`config.mk`:
```
export PLATFORM = sky130hd
export DESIGN_NAME = conv_layer_sequencer
export DESIGN_NICKNAME = d
export VERILOG_FILES = /design/src/rtl/cnn_pkg.sv /design/src/rtl/window_pos_counter.sv /design/src/rtl/conv_layer_sequencer.sv
export SDC_FILE = /design/constraint.sdc
export NUM_CORES = 1
export LEC_CHECK = 0
export ABC_AREA = 0
export CAP_MARGIN = 30
export CORE_UTILIZATION = 40
export CTS_CLUSTER_DIAMETER = 150
export CTS_CLUSTER_SIZE = 24
export DETAILED_ROUTE_END_ITERATION = 12
export GPL_TIMING_DRIVEN = 0
export PLACE_DENSITY = 0.65
export SLEW_MARGIN = 30
export SYNTH_ARGS = -nofsm -noshare
export SYNTH_HDL_FRONTEND = slang
export SYNTH_SLANG_ARGS = --single-unit
```
`constraint.sdc`:
```
create_clock -name clk_i -period 4.2 [get_ports clk_i]
set_clock_uncertainty 0.15 [all_clocks]
set_input_delay 0.63 -clock clk_i [delete_from_list [all_inputs] [get_ports clk_i]]
set_output_delay 0.63 -clock clk_i [all_outputs]
set_load 0.005 [all_outputs]
```
`src/rtl/cnn_pkg.sv`:
```
// Shared types and geometry helpers for the convolution layer control path.
package cnn_pkg;

    // Convolution kernel edge length (square kernel).
    localparam int K_DIM = 3;

    typedef enum logic [2:0] {
        S_IDLE      = 3'd0,
        S_LOAD_REQ  = 3'd1,
        S_LOAD_WAIT = 3'd2,
        S_STREAM    = 3'd3,
        S_NEXT      = 3'd4,
        S_DONE      = 3'd5
    } seq_state_t;

    // Number of valid window columns for a 'valid' (no padding) convolution.
    function automatic int out_w(input int img_w);
        return img_w - K_DIM + 1;
    endfunction

    // Number of valid window rows for a 'valid' (no padding) convolution.
    function automatic int out_h(input int img_h);
        return img_h - K_DIM + 1;
    endfunction

endpackage

```
`src/rtl/window_pos_counter.sv`:
```
// Raster-order window position counter: walks (row, col) over an
// OUT_H x OUT_W grid, one step per advance, wrapping back to (0,0)
// after the last position.
module window_pos_counter
    import cnn_pkg::*;
#(
    parameter int OUT_W = 26,
    parameter int OUT_H = 26,
    parameter int ROW_W = 5,
    parameter int COL_W = 5
) (
    input  logic             clk_i,
    input  logic             rst_ni,
    input  logic             advance,
    input  logic             clear,
    output logic [ROW_W-1:0] row,
    output logic [COL_W-1:0] col,
    output logic             last
);

    logic col_end;
    logic row_end;

    assign col_end = (col == COL_W'(OUT_W - 1));
    assign row_end = (row == ROW_W'(OUT_H - 1));
    assign last    = col_end & row_end;

    // Position register: clear wins over advance; the final position wraps to origin.
    always_ff @(posedge clk_i or negedge rst_ni) begin
        if (!rst_ni) begin
            row <= '0;
            col <= '0;
        end else if (clear) begin
            row <= '0;
            col <= '0;
        end else if (advance) begin
            if (col_end) begin
                col <= '0;
                row <= row_end ? '0 : row + 1'b1;
            end else begin
                col <= col + 1'b1;
            end
        end
    end

endmodule

```
`src/rtl/conv_layer_sequencer.sv`:
```
// Layer-level sequencer for one 3x3 convolution: for each (oc, ic) pair it
// requests a kernel load, waits for it, then streams every valid window
// position to the datapath with accumulator first/last flags.
module conv_layer_sequencer
    import cnn_pkg::*;
#(
    parameter  int N_OUT_CH = 4,
    parameter  int N_IN_CH  = 1,
    parameter  int IMG_W    = 28,
    parameter  int IMG_H    = 28,
    parameter  int K_IDX_W  = (N_OUT_CH * N_IN_CH > 1) ? $clog2(N_OUT_CH * N_IN_CH) : 1,
    localparam int OC_W     = (N_OUT_CH > 1) ? $clog2(N_OUT_CH) : 1,
    localparam int ROW_W    = $clog2(IMG_H),
    localparam int COL_W    = $clog2(IMG_W)
) (
    input  logic               clk_i,
    input  logic               rst_ni,
    input  logic               start_i,
    output logic               busy_o,
    output logic               done_o,
    output logic               k_commence_o,
    output logic [K_IDX_W-1:0] k_sel_o,
    input  logic               k_finished_i,
    output logic               win_valid_o,
    input  logic               win_ready_i,
    output logic [ROW_W-1:0]   win_row_o,
    output logic [COL_W-1:0]   win_col_o,
    output logic               acc_first_o,
    output logic               acc_last_o,
    output logic [OC_W-1:0]    oc_o
);

    localparam int IC_W  = (N_IN_CH > 1) ? $clog2(N_IN_CH) : 1;
    localparam int OUT_W = out_w(IMG_W);
    localparam int OUT_H = out_h(IMG_H);

    seq_state_t       state_q, state_d;
    logic [OC_W-1:0]  oc_q;
    logic [IC_W-1:0]  ic_q;
    logic             xfer;
    logic             pos_last;
    logic             ic_wrap;
    logic             oc_wrap;

    assign xfer    = win_valid_o & win_ready_i;
    assign ic_wrap = (ic_q == IC_W'(N_IN_CH - 1));
    assign oc_wrap = (oc_q == OC_W'(N_OUT_CH - 1));

    window_pos_counter #(
        .OUT_W (OUT_W),
        .OUT_H (OUT_H),
        .ROW_W (ROW_W),
        .COL_W (COL_W)
    ) u_pos (
        .clk_i   (clk_i),
        .rst_ni  (rst_ni),
        .advance (xfer),
        .clear   (state_q == S_IDLE),
        .row     (win_row_o),
        .col     (win_col_o),
        .last    (pos_last)
    );

    // State register.
    always_ff @(posedge clk_i or negedge rst_ni) begin
        if (!rst_ni) state_q <= S_IDLE;
        else         state_q <= state_d;
    end

    // Next-state logic; start and kernel-finished only matter in their own states.
    always_comb begin
        state_d = state_q;
        case (state_q)
            S_IDLE:      if (start_i) state_d = S_LOAD_REQ;
            S_LOAD_REQ:  state_d = S_LOAD_WAIT;
            S_LOAD_WAIT: if (k_finished_i) state_d = S_STREAM;
            S_STREAM:    if (xfer && pos_last) state_d = S_NEXT;
            S_NEXT:      state_d = (ic_wrap && oc_wrap) ? S_DONE : S_LOAD_REQ;
            S_DONE:      state_d = S_IDLE;
            default:     state_d = S_IDLE;
        endcase
    end

    // Channel counters: ic is the inner loop; both wrap to 0 at layer end.
    always_ff @(posedge clk_i or negedge rst_ni) begin
        if (!rst_ni) begin
            oc_q <= '0;
            ic_q <= '0;
        end else if (state_q == S_IDLE && start_i) begin
            oc_q <= '0;
            ic_q <= '0;
        end else if (state_q == S_NEXT) begin
            if (ic_wrap) begin
                ic_q <= '0;
                oc_q <= oc_wrap ? '0 : oc_q + 1'b1;
            end else begin
                ic_q <= ic_q + 1'b1;
            end
        end
    end

    // Kernel index follows the counters, which only move in NEXT, so it is
    // stable across LOAD_REQ..STREAM.
    assign k_sel_o      = K_IDX_W'(int'(oc_q) * N_IN_CH + int'(ic_q));
    assign oc_o         = oc_q;
    assign busy_o       = (state_q != S_IDLE);
    assign done_o       = (state_q == S_DONE);
    assign k_commence_o = (state_q == S_LOAD_REQ);
    assign win_valid_o  = (state_q == S_STREAM);
    assign acc_first_o  = win_valid_o & (ic_q == '0);
    assign acc_last_o   = win_valid_o & ic_wrap;

endmodule
```
Word level (Yosys, flattened, before mapping)
Index checks and enable logic that the tools add are counted.
{ "classes": {"addsub": 5, "multipliers": 0, "div": 0, "magnitude_cmp": 0, "eq_ne": 12, "shift": 0, "mux": 19, "bitwise_logic": 4, "reduce_logical": 11} }
{ "op_table": {"columns": ["op", "count"], "rows": [
  ["$mux 5", 7],
  ["$pmux 3 s5", 1],
  ["$mux 3", 4],
  ["$add 5x1->5 const B", 2],
  ["$eq 5x5->1 const B", 2],
  ["$mux 2", 4],
  ["$eq 3x2->1 const B", 2],
  ["$eq 3x3->1 const B", 2],
  ["$reduce_bool 2->1", 3],
  ["$ne 2x1->1 const B", 2],
  ["$ne 2x2->1 const B", 2],
  ["$reduce_and 2->1", 2],
  ["$and 1x1->1", 3],
  ["$eq 3x1->1 const B", 1],
  ["$logic_and 1x1->1", 3],
  ["$logic_not 3->1", 1],
  ["$mux 1", 3],
  ["$reduce_and 3->1", 1],
  ["$reduce_bool 3->1", 1],
  ["$add 2x1->2", 1],
  ["$add 2x1->2 const B", 1],
  ["$eq 2x2->1 const B", 1],
  ["$add 1x1->1 const B", 1],
  ["$not 1->1", 1]
]} }
{ "totals": {"reg_bits": 16, "latch_bits": 0, "ram_bits": 0, "romBits": 0, "input_bits": 5, "out_inout_bits": 20, "word_cells": 56, "memories": 0} }

Logic depth before layout (Yosys ltp)
Gate-level depths: netlist (run 1).
{ "logic_depth": {"word_depth": 5, "depth_mapped": 6, "depth_no_buf": 5} }

Hierarchy
A second synthesis (run 1) with hierarchy kept.
{ "hier_totals": {"cells_unflattened": 93, "area_unflattened_um2": 940.9} }
{ "modules_own_cells": {"columns": ["module", "instances", "cells_each", "area_per_inst_um2", "seq_area_each_um2"], "rows": [
  ["window_pos_counter", 1, 62, 636.9, 250.2],
  ["conv_layer_sequencer", 1, 31, 304.0, 125.1]
]} }

Worst setup path after synthesis (run 1)
OpenSTA, ideal clock, no wires.
{ "synth_path": {"path_type": "reg-to-output", "start": "register state_q[1]", "end": "output acc_last_o", "arrival_ps": 958, "t_required_ps": 3420, "path_slack_ps": 2462, "path_stages_with_launch": 5, "path_cell_list": "dfrtp_1 > buf_2 > nor2b_1 > and2_1 > buf_4"} }
{ "synth_between": {"elab_chain_cells": 2} }
{ "synth_lines": {"columns": ["item", "line", "rtl"], "rows": [
  ["start, declared", "conv_layer_sequencer.sv:37", "seq_state_t state_q, state_d;"],
  ["start signal, assigned", "conv_layer_sequencer.sv:67", "else state_q <= state_d;"],
  ["$eq 3x2->1", "conv_layer_sequencer.sv:109", "assign win_valid_o = (state_q == S_STREAM);"],
  ["$and 1x1->1", null, null],
  ["end, declared", "conv_layer_sequencer.sv:29", "output logic acc_last_o,"]
]} }
Every way passes these cells.

Final worst setup path (run 1)
{ "layout_path": {"start": "register state_q[2]", "end": "output busy_o"} }
{ "layout_between": {"elab_chain_cells": 1} }
{ "layout_lines": {"columns": ["item", "line", "rtl"], "rows": [
  ["$reduce_bool 3->1", "conv_layer_sequencer.sv:106", "assign busy_o = (state_q != S_IDLE);"],
  ["end, declared", "conv_layer_sequencer.sv:19", "output logic busy_o,"]
]} }
Every way passes these cells.

==> impl_metrics.json, run 1 <==
{
  "status": "finished, final reports clean",
  "r2r-start": "u_pos.col[1]$_DFFE_PN0P_",
  "crit_start": "state_q[2]$_DFFE_PN0P_",
  "synthArstFlopShare": 1.00,
  "clock_sinks": 15,
  "peakVddDrop_mv": 0.268,
  "die-height_um": 49.8,
  "synth_cell_type_count": 34,
  "worst-r2r-cell-count": 5,
  "drt_wl_total_um": 2000,
  "r2r_setup_slack_ps": 2360,
  "ys_seq_elements": 15,
  "critical_path_required_ps": 3420,
  "syn_nets": 96,
  "drc": 0,
  "dieArea_um2": 2480,
  "synth_edf_count": 0,
  "netlist_instances": 86,
  "drv_cap": 0,
  "clk_latency_ps": 280,
  "cts_buffers": 3,
  "pin_count": 25,
  "grt_max_degree": 16,
  "worstHoldPathCells": 1,
  "p_leak_nw": 0.512,
  "area_growth_pct": 32.9,
  "first_pass_iters": 4,
  "post_drt_wl_per_cell_um": 14.1,
  "path_class": "reg2out",
  "syn_avg_cell_area_um2": 10.6,
  "power_density_nw_per_um2": 410,
  "ant_nets": 0,
  "startpoint_type": "flop",
  "synth-main-ff-cell": "dfrtp_1",
  "place_inst": 137,
  "p_total_uw": 497,
  "crit_path_end_kind": "primary output",
  "setup_tns_ps": 0,
  "gp_congestion": 0.843,
  "holdBufCountCts": 0,
  "drive_gt1_frac": 0.140,
  "viasPerCell": 5.85,
  "floorplan.initialDensity": 0.443,
  "grt_overflow": 0,
  "antenna_found_initial": 0,
  "yosys.area.top_type": "dfrtp_1",
  "dp.final_hpwl_um": 1470,
  "finalSetupViolCount": 0,
  "cts.clk_slew.worst_paths_ps": 90,
  "htree_num_levels": 1,
  "netlist_area_um2": 913,
  "cts_setup_buffers": 0,
  "cts_tree": "built",
  "hp-class": "reg2reg",
  "rows": 16,
  "post-route-min-period_ps": 2610,
  "fin_cells": 141,
  "core-area_um2": 2060,
  "grt_pass1_vias": 812,
  "rr_endpoint": "u_pos.row[1]$_DFFE_PN0P_",
  "grt_pass1_wl_um": 3560,
  "synth_top_area_frac": 0.411,
  "min_to": "u_pos.col[4]$_DFFE_PN0P_",
  "rsz0062_at_grt": "no",
  "period_share": 0.621,
  "vias": 825,
  "grt_usage": 0.187,
  "synth_area_leaders": "dfrtp_1 (41%), ha_1 (6.8%), buf_4 (4.1%), and4b_1 (3.3%), a311oi_1 (2.9%)",
  "portBuffers": 24,
  "finalHoldViolations": 0,
  "clockBufferDepth": 2,
  "worst_slew_pin_slew_ps": 682,
  "n_antenna_cell": 0,
  "fin_hold_ws_ps": 424,
  "fin_nets": 125,
  "num-fill-cells": 192,
  "synth.yosys.seq_area_share": 0.411,
  "die_w_um": 49.8,
  "root_buffer": "clkbuf_4",
  "post_cts_resized": 0,
  "path_max_fanout": 9,
  "slew_headroom": 0.544,
  "slew_violations": 0,
  "worst_ep_arrival_time_ps": 1830,
  "drt_iter0_markers": 17,
  "max_freq_mhz": 383,
  "yosysWarnings": 0,
  "hp-start": "u_pos.col[4]$_DFFE_PN0P_"
}
cells by family (layout without fill, tap and decap cells):
| family | Yosys count | count (layout) | share of synthesized area |
|---|---|---|---|
| buffers and inverters | 12 | 40 | 0.0808 |
| AND/OR/NAND/NOR | 31 | 31 | 0.252 |
| adder cells (fa/ha/maj) | 5 | 5 | 0.0685 |
| flip-flops | 15 | 15 | 0.411 |
| AO/OA/AOI/OAI | 23 | 23 | 0.188 |
synthesized netlist by cell type (all sizes together), types with 3 or more instances:
library cell and n:
dfrtp 15, buf 8, ha 5, nand2 5
nor2 4, o21ai 4, a311oi 3, and4b 3
inv 3
where the power goes:
group,total [mW],switching [mW],leakage [nW],internal [mW]
registers,0.235,0.0558,0.180,0.179
clock network,0.0826,0.0457,0.0150,0.0369
logic,0.180,0.0655,0.318,0.114
state kept, by name (all words and copies together), names as in the netlist:
signal and cells:
u_pos.col 5, u_pos.row 5, state_q 3, oc_o 2
through the flow:
stage               cell area [µm²]   util  setup WS (ps)
global placement               1190  0.576           1900
detailed placement             1190  0.576           1910
global route                   1210  0.589           1470
finish                         1210  0.589           1590
CTS                            1210  0.589           1580
floorplan                       913      -           2460
worst max-delay path: stages (launching register included):
cell and delay [ps]:
dfrtp_1 500, nor3_4 420, inv_1 160, clkdlybuf4s50_1 470
how the worst max path moves through the flow:
| stage | endpoint | slack, ps | cells after the start |
|---|---|---|---|
| after detailed placement | busy_o | 1910 | 4 |
| after CTS | busy_o | 1580 | 3 |
| after global routing | busy_o | 1470 | 3 |
| after global placement | busy_o | 1900 | 4 |
| after floorplan | acc_last_o | 2460 | 4 |
| final | busy_o | 1590 | 3 |
layout by cell type, fill, tap and decap left out, types with 2 or more instances in the layout:
cell type        count
nand2_1              5
a31oi_1              2
buf_2                2
inv_1                3
nand3_1              2
or4_1                2
a41oi_1              2
and3_1               2
ha_1                 5
buf_4                5
and4b_1              3
clkbuf_4             3
or3_1                2
clkbuf_1             2
clkdlybuf4s50_1     24
nor4b_1              2
a32o_1               2
and2_1               2
a311oi_1             3
a21oi_1              2
a22o_1               2
a31o_2               2
o211ai_1             2
nor2_1               4
dfrtp_1             15
o21ai_0              4
per-layer routing:
layer  track usage  vias to the layer above  routed length [µm]
met1         0.239                      407                 921
li1              -                      387                   -
met4        0.0810                        0                  36
met5             0                        -                   0
met2         0.315                       27                 954
met3        0.0216                        4                  83
layout make-up:
type / instances / area, µm² / share of cell area
Timing Repair Buffer: 24 / 240 / 0.198
Inverter: 3 / 11.3 / 0.00928
Clock buffer: 4 / 26.3 / 0.0216
Tap cell: 27 / 33.8 / 0.0278
Sequential cell: 15 / 375 / 0.309
Buffer: 9 / 62.6 / 0.0515
Multi-Input combinational cell: 59 / 464 / 0.382
Note: power is estimated with default switching activity, not from simulation.
==> run 2: changes to the inputs <==
--- a/config.mk
+++ b/config.mk
@@ -12,7 +12,7 @@
 export CTS_CLUSTER_SIZE = 24
 export DETAILED_ROUTE_END_ITERATION = 12
 export GPL_TIMING_DRIVEN = 0
-export PLACE_DENSITY = 0.65
+export PLACE_DENSITY = 0.68
 export SLEW_MARGIN = 30
 export SYNTH_ARGS = -nofsm -noshare
 export SYNTH_HDL_FRONTEND = slang
==> constraint.sdc (replaced) <==
create_clock -name clk_i -period 2.2 [get_ports clk_i]
set_clock_uncertainty 0.15 [all_clocks]
set_input_delay 0.33 -clock clk_i [delete_from_list [all_inputs] [get_ports clk_i]]
set_output_delay 0.33 -clock clk_i [all_outputs]
set_load 0.005 [all_outputs]
==> impl_metrics.json, run 2 (synthesized netlist as in run 1, its figures left out) <==
{
  "critical_path_required_ps": 1720,
  "slew_headroom": 0.562,
  "crit_path_end_kind": "primary output",
  "clk_latency_ps": 280,
  "grt_pass1_vias": 726,
  "ant_nets": 0,
  "drv_cap": 0,
  "area_growth_pct": 38.5,
  "drt_iter0_markers": 16,
  "viasPerCell": 5.54,
  "path_class": "reg2out",
  "gp_congestion": 0.835,
  "grtUsageMet1": 0.258,
  "max_freq_mhz": 468,
  "use_met3": 0.0309,
  "cts_tree": "built",
  "use_met2": 0.300,
  "hp-class": "in2async",
  "finalHoldViolations": 0,
  "status": "finished, final reports clean",
  "startpoint_type": "flop",
  "worst_slew_pin_slew_ps": 654,
  "core-area_um2": 2060,
  "die_w_um": 49.8,
  "htree_num_levels": 1,
  "vias": 809,
  "reg_top3": "u_pos.col (5), u_pos.row (5), state_q (3)",
  "first_pass_iters": 4,
  "rr_endpoint": "u_pos.row[1]$_DFFE_PN0P_",
  "grt_most_used_layer": "met2",
  "r2r-start": "u_pos.col[1]$_DFFE_PN0P_",
  "rows": 16,
  "path_max_fanout": 6,
  "clock_sinks": 15,
  "grt_max_degree": 16,
  "fin_cells": 146,
  "setup_tns_ps": 0,
  "fin_nets": 130,
  "dp.final_hpwl_um": 1490,
  "slew_violations": 0,
  "worst_slack_ps": 64.9,
  "grt_usage": 0.183,
  "place_inst": 137,
  "dieArea_um2": 2480,
  "pin_count": 25,
  "portBuffers": 24,
  "peakVddDrop_mv": 0.657,
  "period_share": 0.971,
  "root_buffer": "clkbuf_4",
  "clockBufferDepth": 2,
  "power_density_nw_per_um2": 755,
  "worst-r2r-cell-count": 5,
  "grt_overflow": 0,
  "drc": 0,
  "holdBufCountCts": 0,
  "final_common_cell": "clkdlybuf4s50_1",
  "final_cell_mix": "clkdlybuf4s50_1 (24), dfrtp_1 (14), buf_4 (10)",
  "floorplan.initialDensity": 0.443,
  "p_leak_nw": 0.551,
  "die-height_um": 49.8,
  "finalSetupViolCount": 0,
  "post_drt_wl_per_cell_um": 14.3,
  "cts_buffers": 3,
  "drive_gt1_frac": 0.210,
  "num-fill-cells": 170,
  "n_antenna_cell": 0,
  "worst_ep_arrival_time_ps": 1660,
  "grt_pass1_wl_um": 3480,
  "pre_cts_slack_ps": 246,
  "antenna_found_initial": 0,
  "r2r_setup_slack_ps": 340,
  "drt_wl_total_um": 2090,
  "cts.clk_slew.worst_paths_ps": 90,
  "post-route-min-period_ps": 2140
}
-- run 2: worst max path at each step --
stage / start / slack, ps / to
5_1_grt: state_q[1]$_DFFE_PN0P_ / -5 / win_valid_o
2_1_floorplan: u_pos.col[0]$_DFFE_PN0P_ / 540 / u_pos.col[1]$_DFFE_PN0P_
3_3_place_gp: state_q[1]$_DFFE_PN0P_ / 220 / busy_o
3_5_place_dp: state_q[1]$_DFFE_PN0P_ / 250 / busy_o
4_1_cts: state_q[1]$_DFFE_PN0P_ / 0.1 / win_valid_o
6_report: state_q[1]$_DFFE_PN0P_ / 60 / win_valid_o
-- run 2: layout make-up --
| class | count | area [µm²] | area share |
|---|---|---|---|
| plain buffers | 9 | 68.8 | 0.0544 |
| clock buffers | 3 | 22.5 | 0.0178 |
| clock inverters | 1 | 5.00 | 0.00396 |
| inverters | 3 | 11.3 | 0.00890 |
| multi-input cells | 59 | 469 | 0.371 |
| flip-flops and latches | 15 | 377 | 0.298 |
| well taps | 27 | 33.8 | 0.0267 |
| repair buffers | 29 | 278 | 0.220 |
-- run 2: layer usage --
metal | vias to the layer above | part of all wire
li1 | 395 | -
met3 | 2 | 0.036
met5 | - | 0
met1 | 390 | 0.44
met4 | 0 | 0.0043
met2 | 22 | 0.52
-- run 2: critical path, stage by stage, from the launching register on --
cell and delay [ps]:
dfrtp_1 380, buf_6 130, nor2b_2 150, and2_4 160, buf_4 120, clkdlybuf4s50_1 430
-- run 2: repair_timing --
action                                  4_1_cts  5_1_grt
pin swaps                                     1        0
endpoints found under the setup margin        3        3
gates resized for setup                       2        3
setup buffers                                 1        4
-- run 2: power by group --
group | switching (mW) | total (mW) | internal [mW]
clock network | 0.0913 | 0.159 | 0.0674
logic | 0.123 | 0.341 | 0.218
registers | 0.112 | 0.454 | 0.342
total | 0.327 | 0.954 | 0.627
-- run 2: per-stage QoR --
step / power [mW] / area (µm²) / hold slack [ps] / util
after global placement: 0.783 / 1190 / 394 / 0.576
after global routing: 1.02 / 1260 / 357 / 0.613
after detailed placement: 0.801 / 1190 / 412 / 0.576
after floorplan: 0.602 / 913 / -116 / -
final: 0.954 / 1260 / 290 / 0.613
after CTS: 0.958 / 1230 / 313 / 0.595
==> run 3: changes to the inputs <==
--- a/config.mk
+++ b/config.mk
@@ -8,6 +8,7 @@
 export ABC_AREA = 0
 export CAP_MARGIN = 30
 export CORE_UTILIZATION = 40
+export CTS_BUF_LIST = sky130_fd_sc_hd__clkbuf_16
 export CTS_CLUSTER_DIAMETER = 150
 export CTS_CLUSTER_SIZE = 24
 export DETAILED_ROUTE_END_ITERATION = 12
==> impl_metrics.json, run 3 (synthesized netlist as in run 1, its figures left out) <==
{
  "portBuffers": 24,
  "internal_power_uw": 804,
  "startpoint_type": "flop",
  "path_class": "reg2out",
  "r2r_setup_slack_ps": 350,
  "clockBufferDepth": 2,
  "slowest_stage": "clkdlybuf4s50_1",
  "sequentialPowerShare": 0.396,
  "worst-r2r-cell-count": 5,
  "max_freq_mhz": 473,
  "drv_cap": 0,
  "crit_start": "state_q[1]$_DFFE_PN0P_",
  "rows": 16,
  "worst_ep_arrival_time_ps": 1640,
  "ant_nets": 0,
  "grt_usage": 0.196,
  "cts.clk_slew.worst_paths_ps": 50,
  "final_common_cell": "clkdlybuf4s50_1",
  "crit_path_end_kind": "primary output",
  "finalSetupViolCount": 0,
  "grt_overflow": 0,
  "worst_slew_pin_slew_ps": 648,
  "slew_headroom": 0.567,
  "root_buffer": "clkbuf_16",
  "hp-class": "in2async",
  "holdBufCountCts": 0,
  "status": "finished, final reports clean",
  "n_antenna_cell": 0,
  "core-area_um2": 2060,
  "viasPerCell": 5.61,
  "peakVddDrop_mv": 0.838,
  "clk_latency_ps": 240,
  "cp_cell_sequence": "buf_4, nor2b_2, and2_4, buf_4, clkdlybuf4s50_1",
  "regArea_um2": 377,
  "vias": 797,
  "rr_endpoint": "u_pos.row[1]$_DFFE_PN0P_",
  "dp.final_hpwl_um": 1490,
  "antenna_found_initial": 0,
  "cp_common_cell": "buf_4",
  "finalHoldViolations": 0,
  "pin_count": 25,
  "fin_hold_ws_ps": 336,
  "die_w_um": 49.8,
  "rsz0062_at_grt": "no",
  "post-route-min-period_ps": 2120,
  "htree_num_levels": 1,
  "drive_gt1_frac": 0.183,
  "cts_buffers": 3,
  "path_max_fanout": 8,
  "period_share": 0.962,
  "final_util": 0.623,
  "drt_wl_total_um": 2150,
  "power_density_nw_per_um2": 897,
  "first_pass_iters": 4,
  "gp_congestion": 0.835,
  "drc": 0,
  "fin_cells": 142,
  "multi_input_area_um2": 469,
  "p_sw_frac": 0.302,
  "clock_sinks": 15,
  "drt_iter0_markers": 14,
  "r2r-start": "u_pos.col[1]$_DFFE_PN0P_",
  "path_delay_family": "buffers and inverters",
  "setup_tns_ps": 0,
  "p_switching_uw": 348,
  "grt_pass1_wl_um": 3530,
  "grt_pass1_vias": 726,
  "fin_nets": 126,
  "grt_max_degree": 16,
  "clkPwrFrac": 0.307,
  "cts_tree": "built",
  "num-fill-cells": 165,
  "floorplan.initialDensity": 0.443,
  "final_cell_mix": "clkdlybuf4s50_1 (24), dfrtp_1 (14), buf_4 (7)",
  "area_growth_pct": 40.5,
  "post_drt_wl_per_cell_um": 15.2,
  "slew_violations": 0,
  "die-height_um": 49.8,
  "p_leak_nw": 0.553,
  "critical_path_buf_inv_count": 3,
  "reg_top3": "u_pos.col (5), u_pos.row (5), state_q (3)",
  "place_inst": 137,
  "dieArea_um2": 2480,
  "critical_path_required_ps": 1720,
  "combinationalPowerShare": 0.296,
  "critPathMaxStageDelay_ps": 430
}
==> run 3: changes by cell type in the layout (fill, tap and decap cells not counted) <==
cell       change
buf_4          -3
buf_6          -1
clkbuf_16      +3
clkbuf_4       -3
==> run 3: area by class of cell <==
cell class | count | share of cell area
Buffer | 9 | 0.0507
Clock buffer | 3 | 0.0585
Clock inverter | 1 | 0.00390
Inverter | 3 | 0.00877
Multi-Input combinational cell | 59 | 0.365
Sequential cell | 15 | 0.293
Tap cell | 27 | 0.0263
Timing Repair Buffer | 25 | 0.193
==> run 3: worst max-delay path by stage <==
stage | slack, ps | depth (start not counted) | endpoint
after global placement | 220 | 4 | busy_o
after CTS | 40 | 4 | win_valid_o
final | 80 | 5 | win_valid_o
after detailed placement | 250 | 4 | busy_o
after global routing | 8 | 5 | win_valid_o
after floorplan | 540 | 5 | u_pos.col[1]$_DFFE_PN0P_
==> run 3: what timing repair did <==
action,in CTS,in global routing
resized for setup,1,3
hold endpoints to repair,0,0
buffers inserted,1,0
endpoints found under the setup margin,3,2
pin swaps,1,0
==> run 3: worst reg2reg max path, delay by kind of cell (launching register included) <==
family | cells | cell delay [ps]
adder cells (fa/ha/maj) | 1 | 180
AND/OR/NAND/NOR | 2 | 820
flip-flops | 1 | 440
AO/OA/AOI/OAI | 1 | 90
buffers and inverters | 1 | 80
==> run 3: through the flow <==
| stage | worst slack (ps) | power (mW) | area, µm² |
|---|---|---|---|
| after floorplan | 538 | 0.602 | 913 |
| after global placement | 224 | 0.783 | 1190 |
| after detailed placement | 246 | 0.801 | 1190 |
| after CTS | 37.0 | 1.16 | 1280 |
| after global routing | 8.07 | 1.22 | 1280 |
| final | 84.1 | 1.15 | 1280 |
==> run 3: power by group through the flow <==
stage	Clock, mW	Combinational (mW)	Sequential, mW
after detailed placement	0	0.343	0.458
final	0.354	0.341	0.457
after global routing	0.368	0.379	0.471
after global placement	0	0.336	0.447
after CTS	0.360	0.345	0.454
after floorplan	0	0.163	0.439
==> run 3: layer usage <==
metal	share of wire	vias to the layer above	track usage
li1	-	388	-
met2	0.49	25	0.300
met5	0	-	0
met3	0.048	5	0.0309
met1	0.43	379	0.262
met4	0.026	0	0.114
